`src/rtl/counter_pkg.sv`:
```
// Shared types for the counter and its command sequencer.
package counter_pkg;

  localparam int WIDTH = 4;
  localparam int LEN_W = 8;

  typedef enum logic [1:0] {
    OP_LOAD    = 2'd0,
    OP_UP      = 2'd1,
    OP_DOWN    = 2'd2,
    OP_TO_ZERO = 2'd3
  } cmd_op_e;

  typedef enum logic [2:0] {
    SEQ_IDLE = 3'd0,
    SEQ_LOAD = 3'd1,
    SEQ_STEP = 3'd2,
    SEQ_ZRUN = 3'd3,
    SEQ_DONE = 3'd4
  } seq_state_e;

endpackage

```
`src/rtl/counter_cmd_seq.sv`:
```
// Command sequencer driving the counter's control pins from load/count commands.
// Build option COUNTER_SEQ_SAT_EN: stop counting at the rails instead of wrapping.
module counter_cmd_seq
  import counter_pkg::*;
#(
  parameter int WIDTH = counter_pkg::WIDTH,
  parameter int LEN_W = counter_pkg::LEN_W
) (
  input  logic             clk,
  input  logic             rst_n,
  input  logic             cmd_valid,
  output logic             cmd_ready,
  input  cmd_op_e          cmd_op,
  input  logic [WIDTH-1:0] cmd_data,
  input  logic [LEN_W-1:0] cmd_len,
  input  logic             zero,
  input  logic             max_count,
  output logic             load_n,
  output logic             ce,
  output logic             up_down,
  output logic [WIDTH-1:0] data_load,
  output logic             done,
  output logic             wrap,
  output logic             sat,
  output logic [2:0]       dbg_state
);

  localparam logic [2:0] S_IDLE = SEQ_IDLE;
  localparam logic [2:0] S_LOAD = SEQ_LOAD;
  localparam logic [2:0] S_STEP = SEQ_STEP;
  localparam logic [2:0] S_ZRUN = SEQ_ZRUN;
  localparam logic [2:0] S_DONE = SEQ_DONE;

  // Handshake: a command transfers on a posedge where cmd_valid && cmd_ready;
  // cmd_ready is high only in IDLE and out of reset, and fields are ignored otherwise.
  logic [2:0]       r_state;
  logic [2:0]       w_next;
  cmd_op_e          r_op;
  logic [LEN_W-1:0] r_rem;
  logic [WIDTH-1:0] r_data;
  logic             w_accept;
  logic             w_up;
  logic             w_sat_hit;

  assign cmd_ready = rst_n && (r_state == S_IDLE);
  assign w_accept  = cmd_valid && cmd_ready;
  assign w_up      = (r_op == OP_UP);

`ifdef COUNTER_SEQ_SAT_EN
  logic r_sat;
  assign w_sat_hit = (r_state == S_STEP) && (w_up ? max_count : zero);
  assign sat       = r_sat;
  assign wrap      = 1'b0;
`else
  assign w_sat_hit = 1'b0;
  assign sat       = 1'b0;
  assign wrap      = ce && (up_down ? max_count : zero);
`endif

  always_comb begin
    ce = 1'b0;
    case (r_state)
      S_STEP:  ce = !w_sat_hit;
      S_ZRUN:  ce = !zero;
      default: ce = 1'b0;
    endcase
  end

  assign up_down   = (r_state == S_STEP) && w_up;
  assign load_n    = (r_state != S_LOAD);
  assign data_load = r_data;
  assign done      = (r_state == S_DONE);
  assign dbg_state = r_state;

  always_comb begin
    w_next = r_state;
    case (r_state)
      S_IDLE: begin
        if (w_accept) begin
          case (cmd_op)
            OP_LOAD:       w_next = S_LOAD;
            OP_UP, OP_DOWN: w_next = (cmd_len != '0) ? S_STEP : S_DONE;
            OP_TO_ZERO:    w_next = S_ZRUN;
            default:       w_next = S_IDLE;
          endcase
        end
      end
      S_LOAD:  w_next = S_DONE;
      S_STEP:  if (w_sat_hit || r_rem == LEN_W'(1)) w_next = S_DONE;
      S_ZRUN:  if (zero) w_next = S_DONE;
      S_DONE:  w_next = S_IDLE;
      default: w_next = S_IDLE;
    endcase
  end

  always_ff @(posedge clk) begin
    if (!rst_n) begin
      r_state <= S_IDLE;
      r_op    <= OP_LOAD;
      r_rem   <= '0;
      r_data  <= '0;
    end else begin
      r_state <= w_next;
      if (w_accept) begin
        r_op  <= cmd_op;
        r_rem <= cmd_len;
        // data_load keeps the last LOAD value so the counter pins stay stable
        if (cmd_op == OP_LOAD) r_data <= cmd_data;
      end else if (r_state == S_STEP) begin
        r_rem <= r_rem - LEN_W'(1);
      end
    end
  end

`ifdef COUNTER_SEQ_SAT_EN
  // Raised on the edge entering DONE so sat lines up with done
  always_ff @(posedge clk) begin
    if (!rst_n) r_sat <= 1'b0;
    else        r_sat <= w_sat_hit;
  end
`endif

endmodule

```
`config.mk`:
```
export PLATFORM = sky130hd
export DESIGN_NAME = counter_cmd_seq
export DESIGN_NICKNAME = d
export VERILOG_FILES = /design/src/rtl/counter_pkg.sv /design/src/rtl/counter_cmd_seq.sv
export SDC_FILE = /design/constraint.sdc
export NUM_CORES = 1
export LEC_CHECK = 0
export BUFFER_PORTS_ARGS = -buffer_cell sky130_fd_sc_hd__buf_2
export CAP_MARGIN = 5
export CORE_ASPECT_RATIO = 1.2
export CORE_MARGIN = 2
export CORE_UTILIZATION = 40
export CTS_CLUSTER_DIAMETER = 40
export CTS_CLUSTER_SIZE = 10
export DETAILED_ROUTE_END_ITERATION = 8
export GPL_TIMING_DRIVEN = 0
export PLACE_DENSITY_LB_ADDON = 0.08
export SETUP_SLACK_MARGIN = 0.1
export SLEW_MARGIN = 20
export SYNTH_ARGS = -nofsm -noshare
export SYNTH_HDL_FRONTEND = slang
export SYNTH_SLANG_ARGS = --single-unit
```
`constraint.sdc`:
```
create_clock -name clk -period 4.3 [get_ports clk]
set_clock_uncertainty 0.05 [all_clocks]
set_input_delay 0.86 -clock clk [delete_from_list [all_inputs] [get_ports clk]]
set_output_delay 0.86 -clock clk [all_outputs]
set_load 0.01 [all_outputs]
```
==> impl_metrics.toml, run 1 <==
[synth]
postSynthCellCount = 124
syn_area_um2 = 1005
ys.flop_type = "dfxtp_1"
ys_seq_elements = 17
yosysMostFrequentCell = "dfxtp_1"
yosysSeqAreaShare_pct = 33.87
synth_edf_count = 0
syn_area_per_cell_um2 = 8.103
yosysTopAreaCellShare_pct = 33.87
yosys.area.top_type = "dfxtp_1"
netlist_top_cells_count = "17 x dfxtp_1, 15 x nand2_1, 13 x a21oi_1"
synthTopCellsByArea = "dfxtp_1 34%, a21oi_1 6.5%, ha_1 6.2%"
syn_nets = 148
yosys_warnings = 0
synth_cell_types = 37
async_reset_ff_share_pct = 0

[pwr]
p_int_w = 0.0004659
p_per_area_nw_per_um2 = 677.7
clockPowerShare_pct = 10.5
power_frac_comb_pct = 56.7
seq_power_share_pct = 32.8
power_w = 0.0008310
ir_drop_uv = 382.5
p_sw_share_pct = 43.93
switchingPower_w = 0.0003651
p_leak_nw = 0.5305

[min_path]
holdPathStages = 2
hold_path.class = "flip-flop to flip-flop"

[floorplanning]
die-area_um2 = 2930
ios = 33
core_area_um2 = 2330
fp.dieH_um = 58.90
start_util_pct = 43.13
fp.dieW_um = 49.75
rows = 19

[sta]
hold_viol = 0
setup_tns_ns = 0
grt_setup_unrepaired = "false"
worst_pin_slew_ns = 0.5277
final_max_slew_viol_count = 0
clock.fmax_ghz = 0.3578
slew_headroom_pct = 64.82
fin_crit_sh_pct = 65.01
post-route-min-period_ns = 2.795
setup_viol = 0

[drt]
antenna_left = 0
drc_errors = 0
vias = 1007
firstDrtPassIters = 4
post_drt_via_cell_ratio = 5.300
wl_per_cell_um = 12.45
drt_iter0_drc = 28
drt-total-wl_um = 2366

[clocking]
ctsRootBufferMaster = "clkbuf_4"
htree_levels = 1
clock_latency_ns = 0.29
cts_hold_buf = 0
cts_tree = "done"
cts_buffers = 3
cts_buffer_depth = 2
cts.sinks = 17
cts_resized = 0
post_cts_buffers = 0
clkSlewWorstSetupHoldPaths_ns = 0.11

[placed_design]
place_congestion = 0.8063
hpwl_um = 1883
portBuffers = 31
placedCellCount = 186
placed_cell_area_um2 = 1199

[finish]
ff_latch_area_um2 = 340.3
layout-drive-gt1-share_pct = 27.04
final_area_um2 = 1226
fillers = 252
fin_util_pct = 52.63
nets = 184
multiInputGateArea_um2 = 593.1
syn2layout_area_growth_pct = 22.04
antennaDiodeCount = 0
stdcell_count = 190

[run_status]
outcome = "finished clean"

[setup_path]
end_kind = "output port"
cp.required_ns = 3.39
cp-start-kind = "flip-flop"
worst-r2r-cell-count = 5
worstSetupPathType = "flip-flop to output port"
cp_max_fo = 9
cp_data_arrival_time_ns = 1.89

[grt]
grt-ovfl-total = 0
grt_pass1_vias = 970
grt_pass1_wl_um = 4008
antenna_found_initial = 0
grt.total_usage_pct = 17.61
grt_max_degree = 11

[flow_run]
drv_cap = 0
==> layout by cell type, fill, tap and decap left out, types with 2 or more instances in the layout <==
cell type | netlist | layout
dfxtp_1 | 17 | 17
buf_4 | 2 | 2
o22ai_1 | 3 | 3
ha_1 | 5 | 5
nand2_1 | 15 | 15
inv_1 | 8 | 8
a22oi_1 | 5 | 5
nor4_1 | 4 | 4
nor3b_1 | 2 | 2
xor2_1 | 3 | 3
nand2b_1 | 2 | 2
clkbuf_4 | 0 | 3
nand3_1 | 5 | 5
buf_2 | 0 | 31
nor2_1 | 10 | 10
a21oi_1 | 13 | 13
buf_6 | 2 | 2
nor3_1 | 3 | 3
o21ai_0 | 5 | 5
==> registers in the layout, summed over array words and instances, names as in the netlist <==
| signal | count |
|---|---|
| dbg_state | 3 |
| r_rem | 8 |
| r_op | 2 |
| data_load | 4 |
==> metrics by stage <==
stage               setup WS [ns]  hold WS, ns
floorplan                   1.869       0.3862
global placement            1.578       0.3895
detailed placement          1.552       0.3979
CTS                         1.478       0.4137
global route                1.363       0.4484
finish                      1.505       0.4089
==> layer usage <==
layer	up-vias	wire length, µm	GRT usage (%)
li1	512	-	-
met1	460	1029	18.99
met2	31	1188	32.95
met3	4	119	3.807
met4	0	29	7.540
met5	-	0	0
==> layout make-up <==
cell class	instances	share of cell area, %
tap	31	3.163
buffer	5	3.367
multi-input combinational	94	48.37
inverter	8	2.449
timing repair buffer	31	12.65
clock inverter	1	0.4082
sequential	17	27.75
clock buffer	3	1.837
==> final timing paths <==
kind	from	end	slack, ns
max reg2reg	dbg_state[1]$_SDFFE_PN0P_	dbg_state[0]$_SDFFE_PN0P_	2.64
max	dbg_state[1]$_SDFFE_PN0P_	wrap	1.50
min reg2reg	data_load[1]$_SDFFE_PN0P_	data_load[1]$_SDFFE_PN0P_	0.41
min	data_load[1]$_SDFFE_PN0P_	data_load[1]$_SDFFE_PN0P_	0.41
==> critical path, stage by stage (launching register included) <==
cell	delay, ns
dfxtp_1	0.47
or3b_1	0.39
buf_6	0.15
nor3b_4	0.19
mux2i_1	0.20
nor2b_1	0.06
buf_2	0.13
==> kinds of logic (layout without fill, tap and decap cells) <==
family                     count (synthesis)  in the layout  synth area share (%)
muxes                                      1              1                0.9963
AOI/OAI and AO/OA                         34             34                 21.55
and+or+nand+nor                           49             49                 26.40
adders and majority gates                  5              5                 6.227
xor gates and xnor gates                   4              4                 3.488
buffers and inverters                     13             48                 7.098
DFF                                       17             17                 33.87
other                                      1              1                0.3732
==> power by group through the flow <==
stage / logic (W) / registers [W] / clock network [W]
2_1_floorplan: 0.000364 / 0.000271 / 0
3_3_place_gp: 0.000470 / 0.000275 / 0
3_5_place_dp: 0.000474 / 0.000276 / 0
4_1_cts: 0.000475 / 0.000272 / 0.0000916
5_1_grt: 0.000526 / 0.000284 / 0.0000954
6_report: 0.000471 / 0.000273 / 0.0000876
Note: power is estimated with default switching activity, not from simulation.
==> run 2: changes to the inputs <==
ABC_AREA = 1   (was default)
clock period = 2.6 ns   (was 4.3 ns; I/O delays follow)
==> run 2 against run 1 <==
Synthesized cell count rose by 44%. Critical path depth rose by 1. Worst setup slack got worse by 1.0 ns. First-iteration DRC count rose by 14%. Register-to-register slack got worse by 1.4 ns. Clock-buffer cell count did not move. Power rose by 32%. Via count rose by 17%. Critical endpoint unchanged. Largest cell class unchanged. Largest power group unchanged. Highest routed layer unchanged.
==> impl_metrics.toml, run 2 <==
[finish]
layout-drive-gt1-share_pct = 21.96
fin_util_pct = 49.54
largest_register = "r_rem"
nets = 239
layout_commonest_cell = "nand2_1"
syn2layout_area_growth_pct = 19.96
layout_common_cells = "46 x nand2_1, 31 x buf_2, 30 x nor2_1"
antennaDiodeCount = 0
largest_reg_flops = 8

[drt]
wl_per_cell_um = 10.46
vias = 1174
drc_errors = 0
drt-total-wl_um = 2593
post_drt_via_cell_ratio = 4.734
firstDrtPassIters = 4
antenna_left = 0
drt_iter0_drc = 32

[sta]
fin_crit_sh_pct = 80.43
post-route-min-period_ns = 2.091
clock.fmax_ghz = 0.4782
grt_setup_unrepaired = "false"
setup_tns_ns = 0
setup_viol = 0
hold_viol = 0
final_max_slew_viol_count = 0

[synth]
yosys.area.top_type = "dfxtp_1"
synth_top_family_by_area = "simple AND/OR/NAND/NOR gates"
synth_cell_types = 28
synth_edf_count = 0
syn_nets = 203
yosysTopAreaCellShare_pct = 30.16
muxShareOfSynthArea_pct = 0
syn_area_per_cell_um2 = 6.305
yosys_warnings = 0
syn_area_um2 = 1129
synthSimpleGateAreaFrac_pct = 40.91
synth_xor_area_share_pct = 0.7761
netlist_top_cells_count = "46 x nand2_1, 30 x nor2_1, 24 x inv_1"
ys_seq_elements = 17
async_reset_ff_share_pct = 0
synthTopCellsByArea = "dfxtp_1 30%, nand2_1 15%, nor2_1 10%"
ys.flop_type = "dfxtp_1"
postSynthCellCount = 179
yosysMostFrequentCell = "nand2_1"
synth-compound-area-share_pct = 11.20
synth_fa_ha_area_share_pct = 5.543
yosysSeqAreaShare_pct = 30.16

[placed_design]
hpwl_um = 2124
portBuffers = 31
place_congestion = 0.8247

[min_path]
hold_path.class = "input pin to flip-flop"

[setup_path]
cp_data_arrival_time_ns = 1.52
cp-start-kind = "flip-flop"
cp_max_fo = 9
cp.required_ns = 2.03
end_kind = "output port"
worstSetupPathType = "flip-flop to output port"

[clocking]
cts_buffers = 3
post_cts_buffers = 0
htree_levels = 1
cts_hold_buf = 0
clkSlewWorstSetupHoldPaths_ns = 0.11
cts_buffer_depth = 2
ctsRootBufferMaster = "clkbuf_4"
cts.sinks = 17
cts_tree = "done"
cts_resized = 0
clock_latency_ns = 0.30

[floorplanning]
fp.dieW_um = 52.49
fp.dieH_um = 62.19
rows = 21
core_area_um2 = 2733
die-area_um2 = 3264
start_util_pct = 41.30
ios = 33

[grt]
grt_pass1_vias = 1096
grt_pass1_wl_um = 4567
grt_max_degree = 11
grt-ovfl-total = 0
grt.total_usage_pct = 18.11
antenna_found_initial = 0

[pwr]
ir_drop_uv = 384.1
p_leak_nw = 0.7336
p_per_area_nw_per_um2 = 809.2
power_w = 0.001096

[flow_run]
drv_cap = 0

[run_status]
outcome = "finished clean"
## run 2: cell types whose count changed after synthesis, moves of 3 or more
cell	change
a21oi_1	-4
a22oi_1	-5
inv_1	+16
nand2_1	+31
nand3_1	+8
nor2_1	+20
nor4_1	-4
o21ai_0	+7
o22ai_1	-3
## run 2: path summary, 6_finish.rpt
check / startpoint / endpoint / slack, ns / cells past startpoint
worst max-delay path: dbg_state[1]$_SDFFE_PN0P_ / wrap / 0.51 / 7
worst min-delay path: cmd_data[3] / data_load[3]$_SDFFE_PN0P_ / 0.41 / 3
worst max register to register: r_rem[0]$_SDFFE_PN0P_ / r_rem[6]$_SDFFE_PN0P_ / 1.25 / 7
worst min register to register: r_rem[1]$_SDFFE_PN0P_ / r_rem[1]$_SDFFE_PN0P_ / 0.43 / 2
## run 2: critical path, cell delays in order (launching register included)
cell and delay [ns]:
dfxtp_1 0.48, nand3_4 0.16, inv_4 0.14, nand2_2 0.07
nor2_2 0.09, o21ai_0 0.08, nor2_1 0.09, buf_2 0.13
## run 2: final cells by class
| cell class | count | area, µm² |
|---|---|---|
| Multi-Input combinational cell | 132 | 663.1 |
| Clock inverter | 1 | 5.005 |
| Tap cell | 34 | 42.54 |
| Timing Repair Buffer | 31 | 155.1 |
| Clock buffer | 3 | 22.52 |
| Buffer | 2 | 11.26 |
| Fill cell | 307 | 1379 |
| Inverter | 28 | 113.9 |
| Sequential cell | 17 | 340.3 |
## run 2: logic make-up after synthesis
group / Yosys count
fa+ha+maj: 5
other cells: 1
compound gates: 24
buf+inv: 30
xor+xnor: 1
flops: 17
simple gates: 101
## run 2: power by group
group          switching [W]  internal (W)
clock              0.0000887     0.0000573
combinational       0.000356      0.000217
sequential         0.0000596      0.000317
## run 2: per-stage QoR
| stage | setup WS [ns] | instance area (µm²) | std cells | hold WS, ns |
|---|---|---|---|---|
| after floorplan | 0.8338 | 1129 | 179 | 0.3939 |
| after global placement | 0.6876 | 1326 | 244 | 0.4040 |
| after detailed placement | 0.6365 | 1326 | 244 | 0.4072 |
| after CTS | 0.4846 | 1354 | 248 | 0.4015 |
| after global routing | 0.3454 | 1354 | 248 | 0.4072 |
| final | 0.5087 | 1354 | 248 | 0.4052 |
## run 2: layer usage
metal	part of all wire (%)	vias to the layer above	GRT usage (%)
met1	45	518	21.95
met3	3.5	5	2.885
li1	-	626	-
met5	0	-	0
met2	50	25	31.09
met4	1.7	0	6.731
